[config.mk]
export PLATFORM = sky130hd
export DESIGN_NAME = stage_sequencer
export DESIGN_NICKNAME = d
export VERILOG_FILES = /design/src/rtl/core_pkg.sv /design/src/rtl/next_stage_select.sv /design/src/rtl/stage_sequencer.sv
export SDC_FILE = /design/constraint.sdc
export NUM_CORES = 1
export LEC_CHECK = 0
export BUFFER_PORTS_ARGS = -buffer_cell sky130_fd_sc_hd__buf_2
export CORE_MARGIN = 2
export CORE_UTILIZATION = 55
export DETAILED_ROUTE_END_ITERATION = 7
export PLACE_DENSITY = 0.86
export SYNTH_ARGS = -nofsm -noshare
export SYNTH_HDL_FRONTEND = slang
export SYNTH_SLANG_ARGS = --single-unit
[constraint.sdc]
create_clock -name clk -period 6.47 [get_ports clk]
set_input_delay 0.647 -clock clk [delete_from_list [all_inputs] [get_ports clk]]
set_output_delay 0.647 -clock clk [all_outputs]
set_load 0.02 [all_outputs]
[src/rtl/core_pkg.sv]
// Shared types and constants for the stage sequencer: state encoding,
// default stage count and the symbolic indices of the execution stages.
package core_pkg;

    typedef enum logic [1:0] {
        IDLE = 2'd0,
        RUN  = 2'd1,
        HALT = 2'd2
    } seq_state_t;

    localparam int DEFAULT_NUM_STAGES = 6;

    localparam int STAGE_FETCH      = 0;
    localparam int STAGE_DECODE     = 1;
    localparam int STAGE_READ       = 2;
    localparam int STAGE_EXECUTE    = 3;
    localparam int STAGE_MEMORY     = 4;
    localparam int STAGE_WRITE_BACK = 5;

endpackage

[src/rtl/next_stage_select.sv]
// Picks the lowest enabled stage above the current one-hot stage; when none
// is left the instruction is finished and selection wraps back to fetch.
module next_stage_select
    import core_pkg::*;
#(
    parameter int NUM_STAGES = DEFAULT_NUM_STAGES
) (
    input  logic [NUM_STAGES-1:0] cur_onehot,
    input  logic [NUM_STAGES-1:0] enable_mask,
    output logic [NUM_STAGES-1:0] next_onehot,
    output logic                  wrap
);

    logic past_cur;
    logic found;

    always_comb begin
        next_onehot = '0;
        past_cur    = 1'b0;
        found       = 1'b0;
        for (int i = 0; i < NUM_STAGES; i++) begin
            if (past_cur && enable_mask[i] && !found) begin
                next_onehot[i] = 1'b1;
                found          = 1'b1;
            end
            if (cur_onehot[i]) begin
                past_cur = 1'b1;
            end
        end
        if (!found) begin
            next_onehot[STAGE_FETCH] = 1'b1;
        end
        wrap = !found;
    end

endmodule

[src/rtl/stage_sequencer.sv]
// Walks an instruction through its enabled execution stages, counts retired
// instructions and halts on an external fault or a per-stage wait timeout.
//
//   state | meaning
//   ------+-----------------------------------------------------------
//   IDLE  | held by reset; leaves on the first edge after release
//   RUN   | one stage active, advancing on stage_done
//   HALT  | stopped by ext_fault or timeout; only reset leaves it
module stage_sequencer
    import core_pkg::*;
#(
    parameter int NUM_STAGES     = DEFAULT_NUM_STAGES,
    parameter int TIMEOUT_CYCLES = 255,
    parameter int INSTRET_W      = 32
) (
    input  logic                  clk,
    input  logic                  reset,
    input  logic [NUM_STAGES-1:0] enable_mask,
    input  logic                  stage_done,
    input  logic                  ext_fault,
    output logic [NUM_STAGES-1:0] stage_active,
    output logic                  stage_first,
    output logic                  retire,
    output logic [INSTRET_W-1:0]  instret,
    output logic                  timeout_fault,
    output logic                  halted
);

    localparam int WAIT_W = (TIMEOUT_CYCLES > 0) ? $clog2(TIMEOUT_CYCLES + 1) : 1;
    localparam logic [WAIT_W-1:0]     WAIT_LIMIT   = WAIT_W'(TIMEOUT_CYCLES);
    localparam logic [NUM_STAGES-1:0] FETCH_ONEHOT = NUM_STAGES'(1) << STAGE_FETCH;

    seq_state_t            state, state_nxt;
    logic [NUM_STAGES-1:0] cur_stage, cur_stage_nxt;
    logic                  first_q, first_nxt;
    logic [WAIT_W-1:0]     wait_cnt, wait_cnt_nxt;
    logic [INSTRET_W-1:0]  instret_q, instret_nxt;
    logic                  tfault_q, tfault_nxt;

    logic [NUM_STAGES-1:0] mask_eff;
    logic [NUM_STAGES-1:0] sel_next;
    logic                  sel_wrap;
    logic                  advance;
    logic                  at_limit;
    logic                  retire_now;

    // Fetch always runs, whatever the mask says.
    assign mask_eff   = enable_mask | FETCH_ONEHOT;
    assign advance    = (state == RUN) && !ext_fault && stage_done;
    assign retire_now = advance && sel_wrap;
    assign at_limit   = (TIMEOUT_CYCLES != 0) && (wait_cnt == WAIT_LIMIT);

    next_stage_select #(
        .NUM_STAGES (NUM_STAGES)
    ) u_next_stage_select (
        .cur_onehot  (cur_stage),
        .enable_mask (mask_eff),
        .next_onehot (sel_next),
        .wrap        (sel_wrap)
    );

    always_ff @(posedge clk or negedge reset) begin
        if (!reset) begin
            state     <= IDLE;
            cur_stage <= '0;
            first_q   <= 1'b0;
            wait_cnt  <= '0;
            instret_q <= '0;
            tfault_q  <= 1'b0;
        end else begin
            state     <= state_nxt;
            cur_stage <= cur_stage_nxt;
            first_q   <= first_nxt;
            wait_cnt  <= wait_cnt_nxt;
            instret_q <= instret_nxt;
            tfault_q  <= tfault_nxt;
        end
    end

    always_comb begin
        state_nxt     = state;
        cur_stage_nxt = cur_stage;
        first_nxt     = 1'b0;
        wait_cnt_nxt  = wait_cnt;
        instret_nxt   = instret_q;
        tfault_nxt    = tfault_q;
        case (state)
            IDLE: begin
                state_nxt     = RUN;
                cur_stage_nxt = FETCH_ONEHOT;
                first_nxt     = 1'b1;
                wait_cnt_nxt  = '0;
            end
            RUN: begin
                // Fault beats completion, and completion beats the timeout.
                if (ext_fault) begin
                    state_nxt     = HALT;
                    cur_stage_nxt = '0;
                    wait_cnt_nxt  = '0;
                end else if (stage_done) begin
                    cur_stage_nxt = sel_next;
                    first_nxt     = 1'b1;
                    wait_cnt_nxt  = '0;
                    if (sel_wrap) begin
                        instret_nxt = instret_q + INSTRET_W'(1);
                    end
                end else if (at_limit) begin
                    state_nxt     = HALT;
                    cur_stage_nxt = '0;
                    wait_cnt_nxt  = '0;
                    tfault_nxt    = 1'b1;
                end else if (wait_cnt != WAIT_LIMIT) begin
                    wait_cnt_nxt = wait_cnt + WAIT_W'(1);
                end
            end
            HALT: begin
                cur_stage_nxt = '0;
                wait_cnt_nxt  = '0;
            end
            default: begin
                state_nxt     = IDLE;
                cur_stage_nxt = '0;
                wait_cnt_nxt  = '0;
            end
        endcase
    end

    always_comb begin
        stage_active  = (state == RUN) ? cur_stage : '0;
        stage_first   = (state == RUN) && first_q;
        retire        = retire_now;
        instret       = instret_q;
        timeout_fault = tfault_q;
        halted        = (state == HALT);
    end

endmodule

==> flow_metrics.tcl <==
set metrics [dict create \
    ys_top_cells_by_area "dfrtp_1, xnor2_1, xor2_1" \
    fmax_mhz 334 \
    total_power_mw 0.690 \
    status "complete, no violations" \
    cts_setup_buffers 0 \
    clock-sinks 50 \
    grt_pass1_wl_microns 7750 \
    antenna_found_initial 0 \
    diodes 0 \
    synth_edf_count 0 \
    worst_slew_pin_slew_ns 1.08 \
    nets 291 \
    worstPathRequired_ns 5.82 \
    seq_area_frac_synth_pct 51.8 \
    cts_tree "built" \
    clockBufferDepth 2 \
    vias_per_cell 5.48 \
    ios 52 \
    path_clk_slew_ns 0.09 \
    critPathArrivalTime_ns 2.35 \
    synthFlopType "dfrtp_1" \
    peakVddDrop_mv 0.161 \
    syn_inst 226 \
    grt_pass1_vias 1662 \
    cpPeakStageDelay_ns 0.58 \
    drt-met1-wl_microns 2190 \
    synth_most_common_cell "dfrtp_1" \
    final_hold_viol_count 0 \
    crit_path_top_delay_cell "nor3b_1" \
    regArea_sq_um 1250 \
    wl_met2_microns 2140 \
    drive_gt1_share_pct 23.9 \
    initial_core_util_pct 56.2 \
    yosys_register_bits 50 \
    post-route-min-period_ns 3.00 \
    setup_tns_ns 0 \
    synth_cell_types 38 \
    overflow 0 \
    async_reset_ff_share_pct 100 \
    n_fill_cell 362 \
    critical_path.cell_chain "nor3b_1 -> nand3_1 -> nor3_2 -> buf_2" \
    fp-row-count 24 \
    min_path_type "reg2reg" \
    critical_path_buf_inv_count 1 \
    synth_nets 238 \
    setup_viol 0 \
    synth_top_area_cell "dfrtp_1" \
    syn_to_final_growth_pct 15.8 \
    top_layer "met4" \
    path_delay_family "simple AND/OR/NAND/NOR gates" \
    dpl.hpwl_microns 3350 \
    cts_root_buffer "clkbuf_8" \
    yosys_warnings 0 \
    first_pass_iters 4 \
    grt_max_degree 51 \
    powerDensity_nw_per_um2 247 \
    max-cap-violations 0 \
    core_area_sq_um 4290 \
    num_vias 1820 \
    dieArea_sq_um 4930 \
    crit_type "reg2out" \
    cts_resized 0 \
    skew_ns 0.0107 \
    met3_wirelength_microns 236 \
    port_buffers 50 \
    max-slew-margin-rel_pct 28.3 \
    netlist_area_sq_um 2410 \
    multi_input_area_sq_um 1120 \
    initialDrtViolationCount 71 \
    path_max_fanout 7 \
    ant_nets 0 \
    die_h_microns 70.2 \
    p_leak_nw 1.44 \
    wl_per_cell_microns 13.8 \
    clkLatencyLatePin_ns 0.30 \
    endpoint_kind "output port" \
    grt_use_total_pct 19.5 \
    synth_top_area_share_pct 51.8 \
    routed_wl_microns 4600 \
    cts_buffers 5 \
    fin_crit_sh_pct 46.3 \
    synth_common_cells "dfrtp_1, xnor2_1, nand2_1" \
    htree_levels 2 \
    rsz0062_at_grt "false" \
    slew_violations 0 \
    drc_errors 0 \
    finish.utilization_pct 65.1 \
    cts_hold_buf 0 \
    die_w_microns 70.2 \
    start_kind "flip-flop" \
    avgSynthCellArea_sq_um 10.7 \
    place_congestion 0.817 \
]
[kinds of logic after synthesis]
logic type	Yosys count	synth area share, %
xor gates and xnor gates	37	13.4
buffers and inverters	6	1.55
DFF	50	51.8
and+or+nand+nor	110	25.5
adders and majority gates	2	1.04
AOI/OAI and AO/OA	20	6.22
muxes	1	0.467
[where the power goes]
part           leakage, nW  switching [mW]  total [mW]  internal (mW)
Sequential           0.682          0.0283       0.363          0.335
Clock               0.0472           0.100       0.186         0.0861
Combinational        0.708          0.0867       0.141         0.0539
Total                 1.44           0.215       0.690          0.475
[sequential cells by signal (all words and copies together), names as in the netlist]
signal / flops
instret: 32
cur_stage: 6
state: 2
first_q: 1
wait_cnt: 8
timeout_fault: 1
[routing by layer]
metal  vias up  track usage (%)
met5         -                0
met4         0             4.06
li1        893                -
met3         4             6.35
met2        42             30.6
met1       881             26.8
[worst paths after layout]
path | to | start | slack (ns) | depth (start not counted)
max | retire | state[1] | 3.47 | 4
min | instret[31] | instret[31] | 0.48 | 1
max reg2reg | instret[26] | state[1] | 3.92 | 5
min reg2reg | instret[31] | instret[31] | 0.48 | 1
max in group asynchronous | instret[9] | reset | 5.27 | 1
min in group asynchronous | instret[16] | reset | 0.54 | 1
[cell usage in the layout, fill, tap and decap left out, types with 3 or more instances in the layout]
cell / instances
a21oi_1: 4
and2_1: 12
and3_1: 11
buf_2: 50
clkbuf_8: 6
dfrtp_1: 50
nand2_1: 21
nand2b_1: 3
nand3_1: 14
nand4_1: 13
nor2_1: 19
nor2b_1: 3
nor3_2: 3
o21ai_0: 4
xnor2_1: 22
xor2_1: 15
[final cells by class]
cell class | instances | share of cell area (%)
sequential | 50 | 44.8
multi-input combinational | 170 | 40.3
timing repair buffer | 50 | 8.96
clock buffer | 6 | 2.96
tap | 52 | 2.33
clock inverter | 2 | 0.448
inverter | 2 | 0.269
[per-stage QoR]
step | setup slack (ns) | instances | hold slack (ns) | area (sq um)
final | 3.47 | 332 | 0.475 | 2790
after detailed placement | 3.54 | 324 | 0.459 | 2700
after global placement | 3.58 | 324 | 0.450 | 2700
after global routing | 3.28 | 332 | 0.499 | 2790
after CTS | 3.51 | 332 | 0.484 | 2790
after floorplan | 4.05 | 226 | 0.351 | 2410
Power figures use the tool's default switching activity.
